--- config.mk ---
export PLATFORM = sky130hd
export DESIGN_NAME = dec_word_align_flat
export DESIGN_NICKNAME = d
export VERILOG_FILES = /design/src/rtl/dec_word_align_if.sv /design/src/rtl/dec_word_align.sv /design/src/flat_wrapper.sv
export SDC_FILE = /design/constraint.sdc
export NUM_CORES = 1
export LEC_CHECK = 0
export ABC_AREA = 1
export CAP_MARGIN = 20
export CORE_UTILIZATION = 34
export DETAILED_ROUTE_END_ITERATION = 12
export GPL_TIMING_DRIVEN = 0
export SKIP_CTS_REPAIR_TIMING = 1
export SYNTH_ARGS = -nofsm -noshare
export SYNTH_HDL_FRONTEND = slang
export SYNTH_SLANG_ARGS = --single-unit
export TNS_END_PERCENT = 20
--- constraint.sdc ---
create_clock -name i_clk -period 2.35 [get_ports i_clk]
set_clock_uncertainty 0.15 [all_clocks]
set_input_delay 0.47 -clock i_clk [delete_from_list [all_inputs] [get_ports i_clk]]
set_output_delay 0.47 -clock i_clk [all_outputs]
set_load 0.01 [all_outputs]
--- src/rtl/dec_word_align_if.sv ---
// Signal bundle between the deserializer/decoder and the comma word aligner.
// Names carry the aligner's direction (i_ into it, o_ out of it).
interface dec_word_align_if;
   logic [9:0] i_rx_data;
   logic       i_rx_valid;
   logic       i_code_err;
   logic [9:0] o_sym_out;
   logic       o_sym_valid;
   logic       o_comma_det;
   logic       o_aligned;
   logic [3:0] o_align_off;

   modport slave (
      input  i_rx_data, i_rx_valid, i_code_err,
      output o_sym_out, o_sym_valid, o_comma_det, o_aligned, o_align_off
   );

   modport master (
      output i_rx_data, i_rx_valid, i_code_err,
      input  o_sym_out, o_sym_valid, o_comma_det, o_aligned, o_align_off
   );
endinterface

--- src/rtl/dec_word_align.sv ---
// K28.5 comma word aligner: hunts for the symbol boundary in a 20-bit window,
// locks after repeated commas at one offset and emits aligned symbols to the 8B/10B decoder.
//
// state      | meaning
// ST_HUNT    | no candidate offset, searching every window for a comma
// ST_CONFIRM | candidate offset held, counting commas seen there
// ST_LOCKED  | boundary fixed, symbols emitted, error events counted
module dec_word_align #(
   parameter int CONFIRM_CNT = 3,
   parameter int ERR_LIMIT   = 4
) (
   input  logic             i_clk,
   input  logic             i_reset,
   dec_word_align_if.slave  bus
);

   typedef enum logic [1:0] {
      ST_HUNT    = 2'd0,
      ST_CONFIRM = 2'd1,
      ST_LOCKED  = 2'd2
   } state_t;

   localparam logic [3:0] LP_CONFIRM = 4'(CONFIRM_CNT);
   localparam logic [3:0] LP_ERR     = 4'(ERR_LIMIT);

   state_t     r_state;
   state_t     w_state_nxt;
   logic [9:0] r_prev;
   logic [3:0] r_off;
   logic [3:0] w_off_nxt;
   logic [3:0] r_cnt;
   logic [3:0] w_cnt_nxt;
   logic [3:0] r_err_cnt;
   logic [3:0] w_err_nxt;
   logic [9:0] r_sym_out;
   logic       r_sym_valid;
   logic       r_comma_det;

   logic [19:0] w_window;
   logic [9:0]  w_cand [10];
   logic [9:0]  w_hit;
   logic        w_any_hit;
   logic [3:0]  w_first_hit;
   logic        w_hit_at_off;
   logic        w_err_ev;
   logic [3:0]  w_cnt_inc;
   logic [3:0]  w_err_inc;

   assign w_window = {r_prev, bus.i_rx_data};

   // Offset k takes the 10 bits starting k positions after the oldest bit of the window.
   for (genvar k = 0; k < 10; k++) begin : g_cand
      assign w_cand[k] = w_window[19-k -: 10];
      assign w_hit[k]  = (w_cand[k][9:3] == 7'b0011111) || (w_cand[k][9:3] == 7'b1100000);
   end

   always_comb begin
      w_first_hit = 4'd0;
      for (int k = 9; k >= 0; k--) begin
         if (w_hit[k]) begin
            w_first_hit = 4'(k);
         end
      end
   end

   assign w_any_hit    = |w_hit;
   assign w_hit_at_off = w_hit[r_off];
   assign w_err_ev     = bus.i_code_err || (bus.i_rx_valid && w_any_hit && !w_hit_at_off);
   assign w_cnt_inc    = (r_cnt == 4'hF) ? r_cnt : r_cnt + 4'd1;
   assign w_err_inc    = (r_err_cnt == 4'hF) ? r_err_cnt : r_err_cnt + 4'd1;

   always_ff @(posedge i_clk or posedge i_reset) begin
      if (i_reset) begin
         r_state   <= ST_HUNT;
         r_off     <= 4'd0;
         r_cnt     <= 4'd0;
         r_err_cnt <= 4'd0;
      end else begin
         r_state   <= w_state_nxt;
         r_off     <= w_off_nxt;
         r_cnt     <= w_cnt_nxt;
         r_err_cnt <= w_err_nxt;
      end
   end

   always_comb begin
      w_state_nxt = r_state;
      w_off_nxt   = r_off;
      w_cnt_nxt   = r_cnt;
      w_err_nxt   = r_err_cnt;
      case (r_state)
         ST_HUNT: begin
            if (bus.i_rx_valid && w_any_hit) begin
               w_off_nxt = w_first_hit;
               w_cnt_nxt = 4'd1;
               if (LP_CONFIRM <= 4'd1) begin
                  w_state_nxt = ST_LOCKED;
                  w_err_nxt   = 4'd0;
               end else begin
                  w_state_nxt = ST_CONFIRM;
               end
            end
         end
         ST_CONFIRM: begin
            if (bus.i_code_err) begin
               w_state_nxt = ST_HUNT;
               w_cnt_nxt   = 4'd0;
            end else if (bus.i_rx_valid) begin
               if (w_hit_at_off) begin
                  w_cnt_nxt = w_cnt_inc;
                  if (w_cnt_inc >= LP_CONFIRM) begin
                     w_state_nxt = ST_LOCKED;
                     w_err_nxt   = 4'd0;
                  end
               end else if (w_any_hit) begin
                  w_off_nxt = w_first_hit;
                  w_cnt_nxt = 4'd1;
               end
            end
         end
         ST_LOCKED: begin
            // A code error and a misplaced comma in the same cycle are one event.
            if (w_err_ev) begin
               w_err_nxt = w_err_inc;
               if (w_err_inc >= LP_ERR) begin
                  w_state_nxt = ST_HUNT;
                  w_err_nxt   = 4'd0;
                  w_cnt_nxt   = 4'd0;
               end
            end else if (bus.i_rx_valid) begin
               w_err_nxt = 4'd0;
            end
         end
         default: begin
            w_state_nxt = ST_HUNT;
            w_cnt_nxt   = 4'd0;
            w_err_nxt   = 4'd0;
         end
      endcase
   end

   always_ff @(posedge i_clk or posedge i_reset) begin
      if (i_reset) begin
         r_prev      <= 10'd0;
         r_sym_out   <= 10'd0;
         r_sym_valid <= 1'b0;
         r_comma_det <= 1'b0;
      end else begin
         if (bus.i_rx_valid) begin
            r_prev <= bus.i_rx_data;
         end
         if (r_state == ST_LOCKED && bus.i_rx_valid) begin
            r_sym_out   <= w_cand[r_off];
            r_sym_valid <= 1'b1;
            r_comma_det <= w_hit_at_off;
         end else begin
            r_sym_valid <= 1'b0;
            r_comma_det <= 1'b0;
         end
      end
   end

   assign bus.o_sym_out   = r_sym_out;
   assign bus.o_sym_valid = r_sym_valid;
   assign bus.o_comma_det = r_comma_det;
   assign bus.o_aligned   = (r_state == ST_LOCKED);
   assign bus.o_align_off = r_off;

endmodule

--- src/flat_wrapper.sv ---
// flat-port wrapper written by rule: the top's interface ports become plain ports
module dec_word_align_flat 
#(
   parameter int CONFIRM_CNT = 3,
   parameter int ERR_LIMIT   = 4
)
  (i_clk, i_reset, bus_i_rx_data, bus_i_rx_valid, bus_i_code_err, bus_o_sym_out, bus_o_sym_valid, bus_o_comma_det, bus_o_aligned, bus_o_align_off);
  dec_word_align_if bus_i ();
  input  logic i_clk;
  input  logic i_reset;
  input wire logic [$bits(bus_i.i_rx_data)-1:0] bus_i_rx_data;
  input wire logic [$bits(bus_i.i_rx_valid)-1:0] bus_i_rx_valid;
  input wire logic [$bits(bus_i.i_code_err)-1:0] bus_i_code_err;
  output wire logic [$bits(bus_i.o_sym_out)-1:0] bus_o_sym_out;
  output wire logic [$bits(bus_i.o_sym_valid)-1:0] bus_o_sym_valid;
  output wire logic [$bits(bus_i.o_comma_det)-1:0] bus_o_comma_det;
  output wire logic [$bits(bus_i.o_aligned)-1:0] bus_o_aligned;
  output wire logic [$bits(bus_i.o_align_off)-1:0] bus_o_align_off;
  assign bus_i.i_rx_data = bus_i_rx_data;
  assign bus_i.i_rx_valid = bus_i_rx_valid;
  assign bus_i.i_code_err = bus_i_code_err;
  assign bus_o_sym_out = bus_i.o_sym_out;
  assign bus_o_sym_valid = bus_i.o_sym_valid;
  assign bus_o_comma_det = bus_i.o_comma_det;
  assign bus_o_aligned = bus_i.o_aligned;
  assign bus_o_align_off = bus_i.o_align_off;
  dec_word_align #(.CONFIRM_CNT(CONFIRM_CNT), .ERR_LIMIT(ERR_LIMIT)) u_core (.i_clk(i_clk), .i_reset(i_reset), .bus(bus_i));
endmodule
==> impl_metrics.ini, run 1 <==
[run_status]
status = complete, no violations

[min_path]
min_path_type = reg2reg
hold-path-endpoint = u_core.bus.o_sym_out[4]
hp-start = u_core.bus.o_sym_out[4]
whs_path_depth = 2

[finish]
layout.cells.non_filler = 581
syn_to_final_growth_pct = 18.6
drive_gt1_frac = 0.191
final_cell_mix = nand2_1 (113), o21ai_0 (41), nor2_1 (35), inv_1 (35), nand3_1 (32)
layout_commonest_cell = nand2_1
layout.nets = 491
fillers = 895
antenna_cells = 0

[die]
io_pins = 31
die_y_um = 95.7
die-area_um2 = 9160
die_w_um = 95.7
rows = 33
start_util = 0.358
core-area_um2 = 8340

[yosys]
synthCells = 439
yosys_register_bits = 36
synth.distinct_cells = 43
synth_area_per_cell_um2 = 6.80
synth_area_um2 = 2990
yosysWarnings = 0
async_flop_share = 1.00
synth_ff_type = dfrtp_1
ys_seq_area_frac = 0.302
synth-edff-count = 0
syn_nets = 455

[setup_path]
criticalPathCategory = reg2out
worstPathRequired_ns = 1.73
r2r_slack_ns = 0.17
worst-path-buf-inv = 2
critical_path.max_fanout = 5
start_kind = flip-flop
rr_endpoint = u_core.bus.o_align_off[0]
cp_slowest_stage_delay_ns = 0.60
crit_slowest_cell = clkdlybuf4s50_1
reg2reg_depth = 10
crit_chain = inv_1, nor2_2, clkdlybuf4s50_1
cp.arrival_ns = 1.60
r2r_start = u_core.bus.o_align_off[1]
cp-end-kind = output port
critical_path.top_delay_family = buffers and inverters

[grt]
grt_pass1_vias = 2978
grt_use_total = 0.204
grt_pass1_wl_um = 14400
antenna_found_initial = 0
grt_max_degree = 37
overflow = 0

[timing]
post-route-period-util = 0.944
fin_crit_ns = 2.22
fin_setup_tns_ns = 0
setup_viol = 0
fmax_mhz = 451
worst_pin_slew_ns = 0.762
hold_violations = 0
slew_viol_final = 0
rsz0062_at_grt = no
holdWs_ns = 0.335
max-slew-margin-rel = 0.491

[clocking]
cts-buffers-inserted = 5
ctsHtreeMaxLevel = 2
path_clk_slew_ns = 0.07
tritoncts = yes
insertion_delay_ns = 0.29
cts_buffer_depth = 2
clock-sinks = 36
cts_root_buffer = clkbuf_8

[routing]
drt_first_pass_iters = 4
vias_per_cell = 5.12
avgRoutedWirePerCell_um = 14.5
wl_um = 8440
vias = 2975
dr.first_iter.drc_count = 177
antenna_left = 0
drc = 0

[power_and_ir_drop]
power_density_nw_per_um2 = 894
peakVddDrop_mv = 0.468
p_leak_nw = 1.60

[place]
gp_congestion = 0.967
numPortBuffers = 29
hpwlAfterDp_um = 6530
dp.cells = 573

[job]
drv_cap = 0
[per-stage QoR]
stage | power, mW | util | instance area [um2] | worst slack, ns
floorplan | 2.10 | - | 2990 | 0.336
global placement | 2.69 | 0.409 | 3410 | -0.404
detailed placement | 2.70 | 0.409 | 3410 | -0.413
CTS | 3.18 | 0.419 | 3500 | -0.108
global route | 3.45 | 0.425 | 3540 | 0.000214
finish | 3.17 | 0.425 | 3540 | 0.131
[cell usage after synthesis (all sizes together) (4+ instances only)]
cell type,count,share of area
nand2,129,0.18
nor2,55,0.091
o21ai,49,0.091
inv,47,0.059
nand3,39,0.085
dfrtp,36,0.30
a21oi,15,0.026
buf,9,0.016
o211ai,7,0.022
clkbuf,6,0.0075
nand4,6,0.013
nor3,6,0.010
a2bb2oi,5,0.015
mux2i,4,0.013
[flip-flops by register name, indices dropped and copies added, names as in the netlist]
signal,cells
u_core.bus.o_sym_out,10
u_core.r_prev,10
u_core.bus.o_align_off,4
u_core.r_cnt,4
u_core.r_err_cnt,4
u_core.r_state,2
u_core.bus.o_comma_det,1
u_core.bus.o_sym_valid,1
[worst max path at each step]
stage / from / endpoint / slack, ns / cells past startpoint
final: u_core.r_state[1] / bus_o_aligned / 0.13 / 3
after global routing: u_core.bus.o_align_off[0] / u_core.bus.o_sym_out[4] / 0.0002 / 11
after CTS: bus_i_rx_data[9] / u_core.r_state[0] / -0.11 / 15
after detailed placement: bus_i_rx_data[9] / u_core.r_state[0] / -0.41 / 15
after global placement: bus_i_rx_data[6] / u_core.r_cnt[0] / -0.40 / 14
after floorplan: bus_i_rx_data[7] / u_core.r_err_cnt[0] / 0.34 / 15
[kinds of logic after synthesis]
family | Yosys count | synth area share
AOI/OAI and AO/OA | 87 | 0.185
xor gates and xnor gates | 1 | 0.00293
adders and majority gates | 2 | 0.00838
buffers and inverters | 65 | 0.0863
DFF | 36 | 0.302
muxes | 4 | 0.0134
and+or+nand+nor | 244 | 0.403
[cell type report]
class,count,area (um2),area share
timing repair buffer,29,303,0.0855
clock buffer,8,90.1,0.0254
buffer,15,70.1,0.0198
sequential,36,907,0.256
tap,105,131,0.0371
multi-input combinational,338,1850,0.523
inverter,50,188,0.0530
[report_power, final]
part           total, mW  switching [mW]  internal, mW  leakage, nW
clock network      0.458           0.218         0.239       0.0455
logic               1.78            1.05         0.730         1.11
registers          0.927           0.139         0.788        0.446
[routing by layer]
metal  track usage  part of all wire  wire [um]
met1         0.270              0.48       4030
met2         0.323              0.44       3720
met3        0.0332             0.038        322
met4        0.0983             0.043        363
met5             0                 0          0
[worst reg2reg max path, stage by stage, from the launching register on]
cell and delay (ns):
dfrtp_1 0.35, buf_2 0.23, clkinv_1 0.30, nand2_1 0.22
inv_1 0.14, o211ai_4 0.16, nand2_2 0.11, o21ai_2 0.16
nand2_4 0.12, nand2_2 0.08, o21ai_2 0.05
(Power assumes the default switching activity.)
==> inputs of run 2 (changes only) <==
Settings changed: CELL_PAD_IN_SITES_DETAIL_PLACEMENT from default to 1, CELL_PAD_IN_SITES_GLOBAL_PLACEMENT from default to 2, CORE_UTILIZATION 34 to 32, PLACE_DENSITY_LB_ADDON from default to 0.1.
==> run 2 against run 1 <==
Critical path depth is 1 lower. Non-clock buffer count rose by 2. Die area increased by 6.1%. Global-route usage grew 1.6 points. Via count is 3.0% higher. Sequential cell count is the same.
==> impl_metrics.ini, run 2 (synthesized netlist as in run 1, its figures left out) <==
[timing]
fin_setup_tns_ns = 0
worst_slack_ns = 0.0814
rsz0062_at_grt = yes
fmax_mhz = 441
slew_viol_final = 0
post-route-period-util = 0.965
max-slew-margin-rel = 0.475
setup_viol = 0
hold_violations = 0
fin_crit_ns = 2.27
worst_pin_slew_ns = 0.786

[place]
gp_congestion = 0.850
numPortBuffers = 29
dp_slack_ns = -0.439
place_area_um2 = 3410
hpwlAfterDp_um = 7840

[grt]
antenna_found_initial = 0
grt_use_total = 0.220
grt_max_degree = 37
overflow = 0
grt_pass1_wl_um = 16600
grt_pass1_vias = 3087

[die]
die_y_um = 98.6
core-area_um2 = 8890
rows = 34
die_w_um = 98.6
die-area_um2 = 9720
io_pins = 31
start_util = 0.336

[min_path]
min_path_type = reg2reg

[setup_path]
worst-path-buf-inv = 1
start_kind = flip-flop
cp.arrival_ns = 1.65
crit_slowest_cell = clkdlybuf4s50_1
worstPathRequired_ns = 1.73
critical_path.max_fanout = 5
cp_slowest_stage_delay_ns = 0.61
critical_path.top_delay_family = buffers and inverters
crit_chain = nor2_2, clkdlybuf4s50_1
cp-end-kind = output port
criticalPathCategory = reg2out

[finish]
design_area_um2 = 3570
final_cell_mix = nand2_1 (113), o21ai_0 (41), nor2_1 (35)
drive_gt1_frac = 0.207
syn_to_final_growth_pct = 19.6
fin_util = 0.402
fillers = 1131
ff_latch_area_um2 = 907
layout_commonest_cell = nand2_1
layout.nets = 493
antenna_cells = 0
multi_input_area_um2 = 1860

[job]
drv_cap = 0

[power_and_ir_drop]
peakVddDrop_mv = 0.389
power_density_nw_per_um2 = 906
total_power_mw = 3.24
p_leak_nw = 1.62

[clocking]
insertion_delay_ns = 0.31
cts_buffer_depth = 2
cts-buffers-inserted = 5
clock-sinks = 36
ctsHtreeMaxLevel = 2
tritoncts = yes
path_clk_slew_ns = 0.08
cts_root_buffer = clkbuf_8

[run_status]
status = complete, no violations

[routing]
vias_per_cell = 5.23
antenna_left = 0
avgRoutedWirePerCell_um = 16.9
wl_um = 9900
vias = 3064
drc = 0
drt_first_pass_iters = 4
dr.first_iter.drc_count = 129
[run 2: cell count changes in the layout (fill, tap and decap cells not counted), sizes merged]
| cell | previous run | this run |
|---|---|---|
| clkinv | 3 | 5 |
| clkbuf | 14 | 11 |
| buf | 9 | 11 |
| clkinvlp | 0 | 1 |
[run 2: worst paths after layout]
kind | from | endpoint | slack, ns | cells past startpoint
max reg2reg | u_core.bus.o_align_off[0] | u_core.bus.o_sym_out[6] | 0.14 | 7
min reg2reg | u_core.bus.o_sym_out[9] | u_core.bus.o_sym_out[9] | 0.33 | 2
min in group asynchronous | i_reset | u_core.r_prev[2] | 0.48 | 2
max in group asynchronous | i_reset | u_core.r_prev[0] | 1.01 | 2
min | u_core.bus.o_sym_out[9] | u_core.bus.o_sym_out[9] | 0.33 | 2
max | u_core.r_state[0] | bus_o_aligned | 0.08 | 2
[run 2: layout make-up]
| cell class | count | area share |
|---|---|---|
| Multi-Input combinational cell | 338 | 0.522 |
| Timing Repair Buffer | 31 | 0.0889 |
| Buffer | 15 | 0.0196 |
| Clock inverter | 3 | 0.00525 |
| Sequential cell | 36 | 0.254 |
| Inverter | 50 | 0.0536 |
| Clock buffer | 5 | 0.0193 |
| Tap cell | 108 | 0.0378 |
[run 2: power by group]
part,switching (mW),internal [mW]
Clock,0.266,0.207
Sequential,0.145,0.787
Combinational,1.09,0.739
[run 2: metal layers]
metal / track usage / share of wire / wire length (um)
met4: 0.0528 / 0.016 / 155
met2: 0.375 / 0.48 / 4800
met3: 0.0248 / 0.036 / 355
met1: 0.299 / 0.46 / 4590
met5: 0 / 0 / 0
[run 2: tightest hold or removal path, cell delays in order (launching register included)]
cell	delay (ns)
dfrtp_1	0.35
nand2_1	0.05
o21ai_0	0.05
[run 2: through the flow]
step	hold slack (ns)	instances
detailed placement	0.323	576
CTS	0.343	584
global placement	0.315	576
floorplan	0.314	439
global route	0.369	586
finish	0.334	586
